<file path="config.mk">
export PLATFORM = sky130hd
export DESIGN_NAME = haze_param_gen
export DESIGN_NICKNAME = d
export VERILOG_FILES = /design/src/rtl/haze_param_gen.sv
export SDC_FILE = /design/constraint.sdc
export NUM_CORES = 1
export LEC_CHECK = 0
export ABC_AREA = 1
export ABC_CLOCK_PERIOD_IN_PS = 5500
export CAP_MARGIN = 20
export CORE_ASPECT_RATIO = 0.75
export CORE_MARGIN = 4
export CORE_UTILIZATION = 55
export CTS_CLUSTER_SIZE = 12
export DETAILED_ROUTE_END_ITERATION = 8
export PLACE_DENSITY_LB_ADDON = 0.12
export SLEW_MARGIN = 20
export SYNTH_ARGS = -nofsm -noshare
export SYNTH_HDL_FRONTEND = slang
export SYNTH_SLANG_ARGS = --single-unit
export TNS_END_PERCENT = 10
</file>
<file path="constraint.sdc">
create_clock -name clk -period 5.5 [get_ports clk]
set_input_delay 0.55 -clock clk [delete_from_list [all_inputs] [get_ports clk]]
set_output_delay 0.55 -clock clk [all_outputs]
set_load 0.005 [all_outputs]
</file>
<file path="src/rtl/haze_param_gen.sv">
// haze_param_gen
//   Per-pixel dark-channel haze estimator. It produces a transmission
//   estimate t2 for each pixel through a fixed 3-stage pipeline. It also
//   tracks the brightest dark-channel value of each frame and uses it as the
//   atmospheric-light estimate for the following frame.
//
// Ports
//   clk, nrst                 clock; asynchronous active-low reset
//   hsync, vsync, en          input video timing (en marks a valid pixel)
//   r, g, b                   hazy pixel components
//   o_r, o_g, o_b             pixel components aligned with t2
//   o_hsync, o_vsync, o_en    timing aligned with t2
//   t2                        transmission estimate (255 = fully clear)
//   max_of_dark               atmospheric-light estimate (255 until latched)
//   a_valid                   set once a frame estimate has been latched
module haze_param_gen #(
  parameter logic [7:0] OMEGA = 8'd243,
  parameter logic [7:0] T_MIN = 8'd26
) (
  input  logic       clk,
  input  logic       nrst,
  input  logic       hsync,
  input  logic       vsync,
  input  logic       en,
  input  logic [7:0] r,
  input  logic [7:0] g,
  input  logic [7:0] b,
  output logic [7:0] o_r,
  output logic [7:0] o_g,
  output logic [7:0] o_b,
  output logic [7:0] t2,
  output logic [7:0] max_of_dark,
  output logic       a_valid,
  output logic       o_hsync,
  output logic       o_vsync,
  output logic       o_en
);

  function automatic logic [7:0] min2(input logic [7:0] x, input logic [7:0] y);
    return (x < y) ? x : y;
  endfunction

  function automatic logic [7:0] max2(input logic [7:0] x, input logic [7:0] y);
    return (x > y) ? x : y;
  endfunction

  // Stage 1 registers
  logic [7:0]  dark_s1_r, r_s1_r, g_s1_r, b_s1_r;
  logic        hs_s1_r, vs_s1_r, en_s1_r;
  // Stage 2 registers
  logic [15:0] prod_s2_r;
  logic [7:0]  r_s2_r, g_s2_r, b_s2_r;
  logic        hs_s2_r, vs_s2_r, en_s2_r;
  // Frame-statistics state
  logic [7:0]  run_max_r;
  logic        seen_r;
  logic        vsync_d_r;
  logic        vs_armed_r;

  logic [7:0]  dark_s;
  logic [7:0]  inv_s;
  logic [7:0]  t2_s;
  logic        vs_edge_s;
  logic        seen_now_s;
  logic [7:0]  cand_s;

  // Combinational pixel math: dark channel, then inverted and floored transmission
  always_comb begin
    dark_s = min2(min2(r, g), b);
    // OMEGA fits in 8 bits, so prod_s2_r[15:8] never exceeds 254: no underflow
    inv_s  = 8'd255 - prod_s2_r[15:8];
    if (inv_s < T_MIN) begin
      t2_s = T_MIN;
    end else begin
      t2_s = inv_s;
    end
  end

  // Combinational frame control: vsync edge detect and candidate frame maximum
  always_comb begin
    // vs_armed_r keeps a vsync already high at reset release from counting as an edge
    vs_edge_s  = vsync & ~vsync_d_r & vs_armed_r;
    seen_now_s = seen_r | en_s1_r;
    if (en_s1_r) begin
      cand_s = max2(run_max_r, dark_s1_r);
    end else begin
      cand_s = run_max_r;
    end
  end

  // Three-stage pixel pipeline, free-running regardless of en
  always_ff @(posedge clk or negedge nrst) begin
    if (!nrst) begin
      dark_s1_r <= 8'd0;
      r_s1_r    <= 8'd0;
      g_s1_r    <= 8'd0;
      b_s1_r    <= 8'd0;
      hs_s1_r   <= 1'b0;
      vs_s1_r   <= 1'b0;
      en_s1_r   <= 1'b0;
      prod_s2_r <= 16'd0;
      r_s2_r    <= 8'd0;
      g_s2_r    <= 8'd0;
      b_s2_r    <= 8'd0;
      hs_s2_r   <= 1'b0;
      vs_s2_r   <= 1'b0;
      en_s2_r   <= 1'b0;
      t2        <= 8'd0;
      o_r       <= 8'd0;
      o_g       <= 8'd0;
      o_b       <= 8'd0;
      o_hsync   <= 1'b0;
      o_vsync   <= 1'b0;
      o_en      <= 1'b0;
    end else begin
      dark_s1_r <= dark_s;
      r_s1_r    <= r;
      g_s1_r    <= g;
      b_s1_r    <= b;
      hs_s1_r   <= hsync;
      vs_s1_r   <= vsync;
      en_s1_r   <= en;
      prod_s2_r <= {8'd0, dark_s1_r} * {8'd0, OMEGA};
      r_s2_r    <= r_s1_r;
      g_s2_r    <= g_s1_r;
      b_s2_r    <= b_s1_r;
      hs_s2_r   <= hs_s1_r;
      vs_s2_r   <= vs_s1_r;
      en_s2_r   <= en_s1_r;
      t2        <= t2_s;
      o_r       <= r_s2_r;
      o_g       <= g_s2_r;
      o_b       <= b_s2_r;
      o_hsync   <= hs_s2_r;
      o_vsync   <= vs_s2_r;
      o_en      <= en_s2_r;
    end
  end

  // Frame maximum tracking and latch of the atmospheric-light estimate.
  // max_of_dark itself holds the latched estimate; 255 means none yet.
  always_ff @(posedge clk or negedge nrst) begin
    if (!nrst) begin
      vsync_d_r   <= 1'b0;
      vs_armed_r  <= 1'b0;
      run_max_r   <= 8'd0;
      seen_r      <= 1'b0;
      a_valid     <= 1'b0;
      max_of_dark <= 8'd255;
    end else begin
      vsync_d_r  <= vsync;
      vs_armed_r <= vs_armed_r | ~vsync;
      if (vs_edge_s) begin
        // The pixel in stage 1 on the edge cycle closes the old frame
        run_max_r <= 8'd0;
        seen_r    <= 1'b0;
        if (seen_now_s) begin
          a_valid     <= 1'b1;
          max_of_dark <= cand_s;
        end else begin
          a_valid     <= a_valid;
          max_of_dark <= max_of_dark;
        end
      end else if (en_s1_r) begin
        run_max_r <= cand_s;
        seen_r    <= 1'b1;
      end else begin
        run_max_r <= run_max_r;
        seen_r    <= seen_r;
      end
    end
  end

endmodule

</file>
==> results of run 1 <==
## registers in the layout (all words and copies together), names as in the netlist, 8 cells and up
name,flops
o_g,8
r_s1_r,8
b_s1_r,8
t2,8
b_s2_r,8
run_max_r,8
dark_s1_r,8
o_r,8
o_b,8
max_of_dark,8
prod_s2_r,8
g_s1_r,8
g_s2_r,8
r_s2_r,8
## logic make-up after synthesis
group | Yosys count | share of synthesized area, %
buffers and inverters | 67 | 4.732
adders and majority gates | 80 | 21.31
and+or+nand+nor | 115 | 8.811
DFF | 124 | 58.00
xor gates and xnor gates | 10 | 1.632
AOI/OAI and AO/OA | 54 | 5.525
## where the power goes
part / internal, mW / switching (mW)
logic: 0.926 / 1.17
registers: 1.13 / 0.0926
clock network: 0.792 / 0.366
## cell type report
cell class	instances	share of cell area (%)
flip-flops and latches	124	45.38
repair buffers	73	10.58
inverters	64	3.502
clock inverters	7	1.970
well taps	128	2.334
multi-input cells	259	29.16
clock buffers	25	7.076
## per-layer routing
layer	track usage (%)	share of wire, %	vias to the layer above	wire (um)
li1	-	-	1619	-
met1	25.30	46	1568	4313
met2	29.69	47	64	4425
met3	5.744	5.2	12	486
met4	7.735	1.2	0	112
met5	0	0	-	0
## worst min path at each step
stage               from   endpoint
5_1_grt             nrst     o_g[6]
4_1_cts             nrst     o_g[6]
3_5_place_dp   g_s1_r[5]  g_s2_r[5]
2_1_floorplan       nrst    a_valid
3_3_place_gp   b_s2_r[7]     o_b[7]
6_report            nrst     o_r[6]
## stage by stage
stage	total power, mW	cell area (sq um)	cells	setup slack [ns]	hold WS [ns]
detailed placement	3.313	6240	648	1.419	0.3347
CTS	4.540	6860	680	1.415	0.1313
global placement	3.235	6240	648	1.547	0.3312
finish	4.478	6860	680	1.439	0.1212
global route	4.949	6860	680	1.135	0.1604
floorplan	2.746	5368	450	1.686	0.2544
## synthesized netlist by cell type
cell / instances / area share [%]
a21o_1: 1 / 0.14
buf_2: 2 / 0.19
nand3_1: 13 / 1.2
nand4_1: 1 / 0.12
inv_1: 64 / 4.5
a211oi_2: 1 / 0.23
nand2_2: 2 / 0.23
nor2_2: 1 / 0.12
o21ai_1: 1 / 0.093
o21bai_1: 1 / 0.14
ha_1: 61 / 14
fa_1: 19 / 7.1
xor2_1: 8 / 1.3
dfrtp_1: 116 / 54
o2111ai_1: 1 / 0.16
nor2_1: 35 / 2.4
o21ai_0: 14 / 1.3
nand2_4: 2 / 0.42
dfstp_2: 8 / 3.9
nand2_1: 61 / 4.3
o21a_1: 1 / 0.14
o21ai_2: 1 / 0.16
a211o_1: 1 / 0.16
xnor2_1: 2 / 0.33
a21oi_1: 32 / 3.0
clkbuf_1: 1 / 0.070
==> flow_summary.toml, run 1 <==
[outcome]
outcome = "complete, no violations"

[timing]
setup_viol = 0
final_hold_viol_count = 0
final.period_utilization_pct = 73.84
drv_slew = 0
worst_slew_pin_slew_ns = 0.9327
finalSetupTns_ns = 0
max_freq_ghz = 0.2462
rsz0062_at_grt = "false"
relSlewSlack_pct = 37.82
fin_crit_ns = 4.061
fin_skew_ns = 0.004077

[cts]
cts-hold-fix-buffers = 0
clk_pin_slew_ns = 0.05
root_buffer = "clkbuf_16"
clkLatencyLatePin_ns = 0.40
postCtsSetupRepairBufs = 0
numCtsBuffers = 17
cts_resized = 0
htree_levels = 4
clock_sinks = 124
clockBufferDepth = 2
cts_tree = "yes"

[finish]
nFillCells = 618
n_antenna_cell = 0
layout_commonest_cell = "dfrtp_1"
syn_to_final_growth_pct = 27.81
multi_input_area_sq_um = 2001
final_cell_mix = "116 x dfrtp_1, 71 x clkdlybuf4s50_1, 64 x inv_1"
nets = 648
seqCellArea_sq_um = 3113
fin_util_pct = 73.99
drive_above_1_share_pct = 7.971

[logic_synthesis]
synth_area_sq_um = 5368
ys_types = 26
ys_seq_elements = 124
seq_area_frac_synth_pct = 58.00
ys_warn_count = 0
syn_nets = 559
syn_area_per_cell_sq_um = 11.93
synthCells = 450

[worst_setup_path]
ff2ff_path_depth = 16
slowest_stage = "fa_1"
r2r_start = "dark_s1_r[3]"
end_kind = "register"
r2r-end = "prod_s2_r[14]"
worstPathArrival_ns = 4.39
start_kind = "register"
slowest_delay_ns = 0.53
critical-path-top-delay-family = "adder cells"
reg2reg_setup_slack_ns = 1.44
crit_type = "reg -> reg"
path_buf_inv = 4
startpoint = "dark_s1_r[3]"
worst-path-max-fanout = 5
worst-path-stages = 16
endpoint = "prod_s2_r[14]"
crit_path_cell_trace = "inv_1, fa_1, inv_1, fa_1, fa_1, inv_1, fa_1, inv_1, ha_1, nand2_1, nor2_1, nand3_1, o2111ai_1, a21o_1, a21oi_1, xnor2_1"
worst_ep_required_time_ns = 5.83

[grt]
grt_use_total_pct = 19.10
antenna_found_initial = 0
grt_pass1_wl_mm = 16.53
grt-ovfl-total = 0
grt_pass1_vias = 3527
grt_max_degree = 80

[route]
ant_nets = 0
wire_per_inst_um = 13.73
dr.pass1.iters = 4
wl_mm = 9.337
drtIter0Drc = 215
drcViolationCount = 0
vias = 3263
vias_per_cell = 4.799

[worst_hold_path]
hold_class = "in -> async"

[run]
max_cap_viol_count = 0

[placed_design]
portBuffers = 72
place.gp.congestion = 0.8145
hpwl_mm = 6.895

[power]
p_per_area_nw_per_um2 = 652.7
power.leakage_nw = 3.409
ir_worst_vdd_uv = 381.0

[die]
die_h_um = 93.56
die_area_sq_um = 11420
rows = 30
dieWidth_um = 122.1
ios = 73
fp.coreArea_sq_um = 9271
start_util_pct = 57.89
(Power assumes the default switching activity.)
==> run 2, diff against run 1 <==
Settings changed: ABC_CLOCK_PERIOD_IN_PS 5500 to 3700, CORE_UTILIZATION 55 to 49.
Clock period 5.5 ns to 3.7 ns, I/O delays scaled along.
==> run 2 against run 1 <==
Net effect:
- the run now ends with negative setup slack left
- maximum frequency is 8.8% higher
- clock power grew 45%
- routed wire length increased by 1.2%
- clock skew is 0.0022 ns higher
- non-clock buffer count rose by 17
- global-route usage down 2.2 points
- count of clock-buffer cells in the layout decreased by 6
- critical endpoint unchanged
==> flow_summary.toml, run 2 (synthesized netlist as in run 1, its figures left out) <==
[grt]
grt_max_degree = 76
antenna_found_initial = 0
grt_use_total_pct = 16.93
grt_pass1_vias = 3579
grt_pass1_wl_mm = 16.79
grt-ovfl-total = 0

[route]
wl_mm = 9.448
vias = 3366
dr.pass1.iters = 4
vias_per_cell = 4.774
drcViolationCount = 0
drtIter0Drc = 76
wire_per_inst_um = 13.40
ant_nets = 0

[placed_design]
place.gp.congestion = 0.8633
hpwl_mm = 6.866
post-place-ws_ns = -0.1220
portBuffers = 72

[finish]
nFillCells = 777
drive_above_1_share_pct = 14.24
layout_commonest_cell = "dfrtp_1"
syn_to_final_growth_pct = 31.61
final_cell_mix = "116 x dfrtp_1, 71 x clkdlybuf4s50_1, 60 x ha_1"
nets = 665
n_antenna_cell = 0
fin_util_pct = 67.34

[run]
max_cap_viol_count = 0

[cts]
postCtsSetupRepairBufs = 0
root_buffer = "clkbuf_16"
numCtsBuffers = 17
clock_sinks = 124
cts_tree = "yes"
clockBufferDepth = 2
clk_pin_slew_ns = 0.06
htree_levels = 4
clkLatencyLatePin_ns = 0.41

[die]
die_h_um = 98.64
rows = 32
start_util_pct = 51.17
ios = 73
die_area_sq_um = 12710
fp.coreArea_sq_um = 10490
dieWidth_um = 128.9

[timing]
max_freq_ghz = 0.2678
relSlewSlack_pct = 39.38
rsz0062_at_grt = "true"
final.period_utilization_pct = 100.9
setup_viol = 1
fin_skew_ns = 0.006257
hold_slack_ns = 0.3453
fin_crit_ns = 3.734
drv_slew = 0
worst_slew_pin_slew_ns = 0.9033
worst_slack_ns = -0.03409
final_hold_viol_count = 0

[outcome]
outcome = "complete, but fails checks"
violations = "negative setup slack"

[worst_setup_path]
worstPathArrival_ns = 4.07
end_kind = "register"
worst_ep_required_time_ns = 4.03
crit_type = "reg -> reg"
start_kind = "register"
worst-path-max-fanout = 2

[power]
power.leakage_nw = 3.492
ir_worst_vdd_uv = 786.4
p_per_area_nw_per_um2 = 1040

[worst_hold_path]
hold_class = "reg -> reg"
[run 2: cell types whose count changed in the layout (fill, tap and decap cells not counted), sizes merged]
| cell | before | now |
|---|---|---|
| buf | 2 | 18 |
| clkbuf | 25 | 19 |
| clkinv | 3 | 7 |
| clkinvlp | 0 | 2 |
| bufinv | 4 | 3 |
| dlygate4sd3 | 0 | 1 |
| inv | 64 | 65 |
[run 2: power by group]
group          total, mW  internal, mW  switching (mW)
registers           1.80          1.68           0.117
clock network       1.68          1.08           0.601
logic               3.87          1.76            2.10
[run 2: area by class of cell]
cell class / count / area, sq um / share of cell area (%)
Clock buffer: 19 / 442.9 / 6.270
Timing Repair Buffer: 90 / 868.3 / 12.29
Tap cell: 136 / 170.2 / 2.409
Inverter: 64 / 240.2 / 3.401
Clock inverter: 13 / 167.7 / 2.373
Multi-Input combinational cell: 259 / 2062 / 29.19
Sequential cell: 124 / 3113 / 44.07
[run 2: per-stage QoR]
step                      cells  power (mW)  instance area [sq um]  setup TNS [ns]
after floorplan             450       4.146                   5378       -0.007988
after global placement      672       5.100                   6392               0
after detailed placement    672       5.216                   6392         -0.2524
after CTS                   705       7.185                   7042               0
after global routing        705       8.057                   7064         -0.6291
final                       705       7.344                   7064        -0.03409
[run 2: worst paths after layout]
check	start	to	slack, ns	cells after the start
max	dark_s1_r[0]	prod_s2_r[14]	-0.03	12
min	g_s1_r[4]	g_s2_r[4]	0.35	0
max reg2reg	dark_s1_r[0]	prod_s2_r[14]	-0.03	12
min reg2reg	g_s1_r[4]	g_s2_r[4]	0.35	0
max in group asynchronous	nrst	max_of_dark[5]	2.35	3
min in group asynchronous	nrst	g_s2_r[6]	0.52	2
[run 2: what timing repair did]
item | CTS | global route
hold buffers | 1 | 0
endpoints found under the hold margin | 24 | 0
endpoints found under the setup margin | 6 | 7
resized for setup | 7 | 8
pin swaps | 6 | 2
[run 2: worst max-delay path, cell delays in order, from the launching register on]
cell	delay, ns
dfrtp_1	0.40
fa_1	0.58
fa_1	0.44
fa_1	0.52
fa_1	0.42
ha_1	0.34
a21oi_2	0.16
o21ai_2	0.10
nand2_1	0.10
o2111ai_2	0.13
a21o_1	0.21
a21oi_2	0.13
xnor2_1	0.12
[run 2: metal layers]
layer / vias up / global-route usage, % / routed length, um
li1: 1649 / - / -
met1: 1612 / 24.38 / 4739
met2: 85 / 24.00 / 4036
met3: 20 / 4.605 / 450
met4: 0 / 7.748 / 221
met5: - / 0 / 0
==> run 3, diff against run 2 <==
--- a/config.mk
+++ b/config.mk
@@ -8,5 +8,5 @@
 export ABC_AREA = 1
 export ABC_CLOCK_PERIOD_IN_PS = 3700
-export CAP_MARGIN = 20
+export CAP_MARGIN = 15
 export CORE_ASPECT_RATIO = 0.75
 export CORE_MARGIN = 4
==> constraint.sdc (replaced) <==
create_clock -name clk -period 3.7 [get_ports clk]
set_input_delay 0.37 -clock clk [delete_from_list [all_inputs] [get_ports clk]]
set_output_delay 0.37 -clock clk [all_outputs]
set_load 0.1 [all_outputs]
==> results of run 3 <==
Same layout as run 2 (identical final DEF). Status: complete, but fails checks: negative setup slack.
Power of run 3 is not shown: default switching activity piles up to over one toggle a cycle in this logic, so the estimate is an artifact.
==> RTL edit 1: new RTL, config.mk and constraints of run 1 <==
Take the reset off `prod_s2_r` and `o_r` and load them in a clocked block of their own.
--- a/src/rtl/haze_param_gen.sv
+++ b/src/rtl/haze_param_gen.sv
@@ -98,7 +98,6 @@
       hs_s1_r   <= 1'b0;
       vs_s1_r   <= 1'b0;
       en_s1_r   <= 1'b0;
-      prod_s2_r <= 16'd0;
       r_s2_r    <= 8'd0;
       g_s2_r    <= 8'd0;
       b_s2_r    <= 8'd0;
@@ -106,7 +105,6 @@
       vs_s2_r   <= 1'b0;
       en_s2_r   <= 1'b0;
       t2        <= 8'd0;
-      o_r       <= 8'd0;
       o_g       <= 8'd0;
       o_b       <= 8'd0;
       o_hsync   <= 1'b0;
@@ -120,7 +118,6 @@
       hs_s1_r   <= hsync;
       vs_s1_r   <= vsync;
       en_s1_r   <= en;
-      prod_s2_r <= {8'd0, dark_s1_r} * {8'd0, OMEGA};
       r_s2_r    <= r_s1_r;
       g_s2_r    <= g_s1_r;
       b_s2_r    <= b_s1_r;
@@ -128,13 +125,17 @@
       vs_s2_r   <= vs_s1_r;
       en_s2_r   <= en_s1_r;
       t2        <= t2_s;
-      o_r       <= r_s2_r;
       o_g       <= g_s2_r;
       o_b       <= b_s2_r;
       o_hsync   <= hs_s2_r;
       o_vsync   <= vs_s2_r;
       o_en      <= en_s2_r;
     end
+  end
+
+  always_ff @(posedge clk) begin
+    prod_s2_r <= {8'd0, dark_s1_r} * {8'd0, OMEGA};
+    o_r       <= r_s2_r;
   end
 
   // Frame maximum tracking and latch of the atmospheric-light estimate.
Function: differs if nrst is asserted again (counterexample within 4 cycles, from zero or initial values and one cycle with nrst low); with nrst held inactive, the same outputs for 10 cycles.
==> RTL edit 1 against run 1 <==
- utilization decreased by 0.99 points
- sequential cell count unchanged
- setup slack gained 7.9 ps
- critical path depth unchanged
- total power shrank 3.3%
- area after synthesis decreased by 1.5%
- synthesized cell count stayed put
- routed wire length shrank 0.96%
- maximum frequency increased by 0.20%
- final area down 2.1%
- sequential power about the same
- clock skew is 2.0 ps higher
- largest cell class unchanged
- highest routed layer unchanged
==> RTL edit 1: results (changes against run 1) <==
===============================================================================
Count of sequential standard cells ...............................          124   unchanged
Cell leakage power ...............................................     3.323 nW   -2.5%
Largest cell class ...............................................    registers
Xor/xnor cell area share of the yosys netlist ....................      0.01656   +0.0002471
Worst supply voltage drop on vdd .................................    0.3671 mV   -3.7%
Fraction of area in registers ....................................       0.4517   -0.002034
Fraction of area in multi-input gates ............................       0.2980   +0.006359
Fraction of met2 tracks used by global routing ...................       0.2987   +0.001784
Synth cell types .................................................           27   +3.8%
Crit path DAT ....................................................      4340 ps   -50 ps
Worst min-delay path class .......................................  in -> async
Wire length of the first global-routing pass ..................... 16360 microns   -1.0%
Root buffer cell ................................................. sky130_fd_sc_hd__clkbuf_16
Share of cells above drive strength 1 ............................      0.08333   +0.003623
Pin count of the biggest net entering global routing .............           68   -15%
Syn nets .........................................................          559   unchanged
Combinational fraction of design power ...........................        0.486   +0.018
Post-synthesis compound-gate area fraction .......................      0.05608   +0.0008366
Total routing resource utilization after global routing ..........       0.1885   -0.002408
Drt initial violations ...........................................          155   -28%
Relative area of clock buffers and inverters in the final design .      0.08256   -0.007905
Fraction of power spent switching nets ...........................       0.3756   +0.01212
Met3 layer wire length in the routed design ......................  488 microns   +0.41%
Clock buffer count in the final layout ...........................           26   +4.0%
Ratio of routed vias to standard cells ...........................        4.771   -0.58%
Met1 Track Usage GR ..............................................       0.2483   -0.004696
Syn avg cell area ................................................  11.75 sq um   -1.5%
Fraction of power consumed by sequential logic ...................        0.282   +0.009
Placed wire-length estimate after detailed placement ............. 6825 microns   -1.0%
Met1 Wirelength .................................................. 4399 microns   +2.0%
Filler cells .....................................................          652   +5.5%
Clock insertion delay at the later pin of the skew report ........       400 ps   about the same
Most instantiated cells after synthesis .......................... sky130_fd_sc_hd__dfrtp_1, sky130_fd_sc_hd__inv_1, sky130_fd_sc_hd__ha_1, sky130_fd_sc_hd__nand2_1, sky130_fd_sc_hd__nor2_1
Share of flip-flops with an asynchronous set or reset ............       0.8710   -0.1290
Post-synthesis sequential area ratio .............................       0.5736   -0.006361
Dominant cells by area after synthesis ........................... sky130_fd_sc_hd__dfrtp_1, sky130_fd_sc_hd__ha_1, sky130_fd_sc_hd__fa_1
Total of buffers placed on input and output ports ................           72   unchanged
Result of the run ................................................ finished, final reports clean
Skew final .......................................................     6.120 ps   +2.043 ps
Global-route met3 utilization ....................................      0.05556   -0.001881
Met2 routed wirelength ........................................... 4289 microns   -3.1%
Adder-cell share of the synthesized area .........................       0.2163   +0.003227
===============================================================================
[RTL edit 1: cell count changes in the layout (fill, tap and decap cells not counted), sizes merged]
cell	change
clkinvlp	+2
dfrtp	-16
clkbuf	+1
bufinv	-4
dfxtp	+16
clkinv	+1
[RTL edit 1: final timing paths]
kind,startpoint,end,cells past startpoint
max,dark_s1_r[2],prod_s2_r[14],16
min,nrst,o_g[5],1
max reg2reg,dark_s1_r[2],prod_s2_r[14],16
min reg2reg,r_s2_r[1],o_r[1],0
max in group asynchronous,nrst,b_s1_r[1],2
min in group clk,r_s2_r[1],o_r[1],0
[RTL edit 1: through the flow]
stage / hold slack [ps] / cell area [sq um] / total power, mW / setup WS (ps)
global route: 142.5 / 6714 / 4.761 / 1162
global placement: 325.3 / 6160 / 3.223 / 1568
detailed placement: 326.9 / 6160 / 3.315 / 1485
finish: 111.0 / 6714 / 4.330 / 1447
floorplan: 254.4 / 5288 / 2.735 / 1696
CTS: 116.0 / 6714 / 4.375 / 1462
[RTL edit 1: worst reg2reg max path: stages (launching register included)]
cell and delay (ps):
sky130_fd_sc_hd__dfrtp_1 430, sky130_fd_sc_hd__inv_1 150, sky130_fd_sc_hd__fa_1 520, sky130_fd_sc_hd__inv_1 50, sky130_fd_sc_hd__fa_1 470, sky130_fd_sc_hd__fa_1 510, sky130_fd_sc_hd__inv_1 60, sky130_fd_sc_hd__fa_1 520
sky130_fd_sc_hd__inv_1 40, sky130_fd_sc_hd__ha_1 280, sky130_fd_sc_hd__nand2_1 70, sky130_fd_sc_hd__nor2_1 170, sky130_fd_sc_hd__nand3_1 120, sky130_fd_sc_hd__o2111ai_1 160, sky130_fd_sc_hd__a21o_1 190, sky130_fd_sc_hd__a21oi_1 80
sky130_fd_sc_hd__xnor2_1 120
==> RTL edit 2: new RTL, flow settings as in run 1 <==
Without the edit above. Set the parameter `OMEGA` to 8'd128 (it was 8'd243).
--- a/src/rtl/haze_param_gen.sv
+++ b/src/rtl/haze_param_gen.sv
@@ -14,7 +14,7 @@
 //   max_of_dark               atmospheric-light estimate (255 until latched)
 //   a_valid                   set once a frame estimate has been latched
 module haze_param_gen #(
-  parameter logic [7:0] OMEGA = 8'd243,
+  parameter logic [7:0] OMEGA = 8'd128,
   parameter logic [7:0] T_MIN = 8'd26
 ) (
   input  logic       clk,
Formal check against the unedited RTL: not equivalent (Yosys sat finds a counterexample within 4 cycles, from zero or initial values and one cycle with nrst low).
==> RTL edit 2 against run 1 <==
- routed wire length fell by 18%
- area after synthesis fell by 21%
- critical endpoint is now dark_s1_r[2]
- global-route usage barely moved
- setup slack improved by 1100 ps
- first-iteration DRC count fell by 59%
- sequential cell count fell by 1
- final area fell by 18%
- highest routed layer unchanged
- synthesized cell count fell by 26%
- register-to-register slack improved by 1900 ps
Power is not compared: it rests on default switching activity, and its combinational part moved more than twofold at a synthesized area within 25%.
==> RTL edit 2: results (changes against run 1) <==
======================================================================
Gpl congestion ..........................................       0.8068   -0.95%
Slew HR .................................................       0.4341   +0.05590
Drt initial violations ..................................           88   -59%
Crit path DAT ...........................................      3360 ps   -1030 ps
Slowest stage delay, CP .................................       510 ps   -20 ps
Share of flip-flops with an asynchronous set or reset ...        1.000   unchanged
Most instantiated cells after synthesis ................. sky130_fd_sc_hd__dfrtp_1, sky130_fd_sc_hd__nand2_1, sky130_fd_sc_hd__inv_1
Critical-path top delay cell ............................ sky130_fd_sc_hd__clkdlybuf4s50_1
Synth cell types ........................................           25   -3.8%
Skew final ..............................................     6.316 ps   +2.239 ps
Share of cells above drive strength 1 ...................       0.1327   +0.05301
Number of nets in the finished design ...................          475   -27%
Root buffer cell ........................................ sky130_fd_sc_hd__clkbuf_8
Number of global-route vias before repair ...............         2732   -23%
Filler cells ............................................          449   -27%
Worst setup startpoint ..................................         g[7]
Total routing resource utilization after global routing .       0.1908   about the same
Critical path peak fanout ...............................           15   +10
Dominant cells by area after synthesis .................. sky130_fd_sc_hd__dfrtp_1, sky130_fd_sc_hd__ha_1, sky130_fd_sc_hd__nand2_1
Largest delay contributor family on the critical path ... compound AO/OA/AOI/OAI gates
Post-detailed-route wirelength per cell ................. 14.17 microns   +3.2%
Result of the run ....................................... finished, final reports clean
Post-synthesis sequential area ratio ....................       0.7304   +0.1504
Ratio of routed vias to standard cells ..................        4.810   +0.25%
Worst-case setup slack after placement ..................      2048 ps   +628.9 ps
Pin count of the biggest net entering global routing ....           74   -7.5%
======================================================================
-- RTL edit 2: cell families after synthesis --
logic type | count (synthesis) | synth area share
other cells | 1 | 0.0008870
fa+ha+maj | 22 | 0.06511
flops | 123 | 0.7304
buf+inv | 49 | 0.04380
compound gates | 29 | 0.04114
simple gates | 111 | 0.1187
-- RTL edit 2: final timing paths --
kind / endpoint / slack [ps] / cells after the start
max: dark_s1_r[2] / 2530 / 16
min: hs_s2_r / 50 / 1
max reg2reg: max_of_dark[5] / 3370 / 10
min reg2reg: g_s2_r[7] / 340 / 0
max in group asynchronous: dark_s1_r[4] / 4180 / 2
min in group clk: g_s2_r[7] / 340 / 0
-- RTL edit 2: power by group --
| part | total [mW] | switching, mW | internal (mW) |
|---|---|---|---|
| registers | 1.11 | 0.0579 | 1.06 |
| logic | 0.500 | 0.268 | 0.232 |
| clock network | 1.09 | 0.386 | 0.701 |
-- RTL edit 2: metrics by stage --
stage,instances,util
after floorplan,335,-
after global placement,506,0.6849
after detailed placement,506,0.6849
after CTS,538,0.7641
after global routing,538,0.7646
final,538,0.7646
-- RTL edit 2: area by class of cell --
class	count	area [sq um]	share of cell area
Inverter	46	172.7	0.03052
Clock buffer	21	439.2	0.07764
Clock inverter	11	146.4	0.02588
Sequential cell	123	3088	0.5459
Tap cell	101	126.4	0.02234
Multi-Input combinational cell	163	958.4	0.1694
Timing Repair Buffer	73	725.7	0.1283
-- RTL edit 2: layer usage --
layer  track usage  vias to the layer above  routed length, microns  part of all wire
met4       0.07588                        0                      97             0.013
met3       0.06729                       12                     459             0.060
met2        0.2960                       75                    3688              0.48
met5             0                        -                       0                 0
li1              -                     1236                       -                 -
met1        0.2462                     1265                    3378              0.44
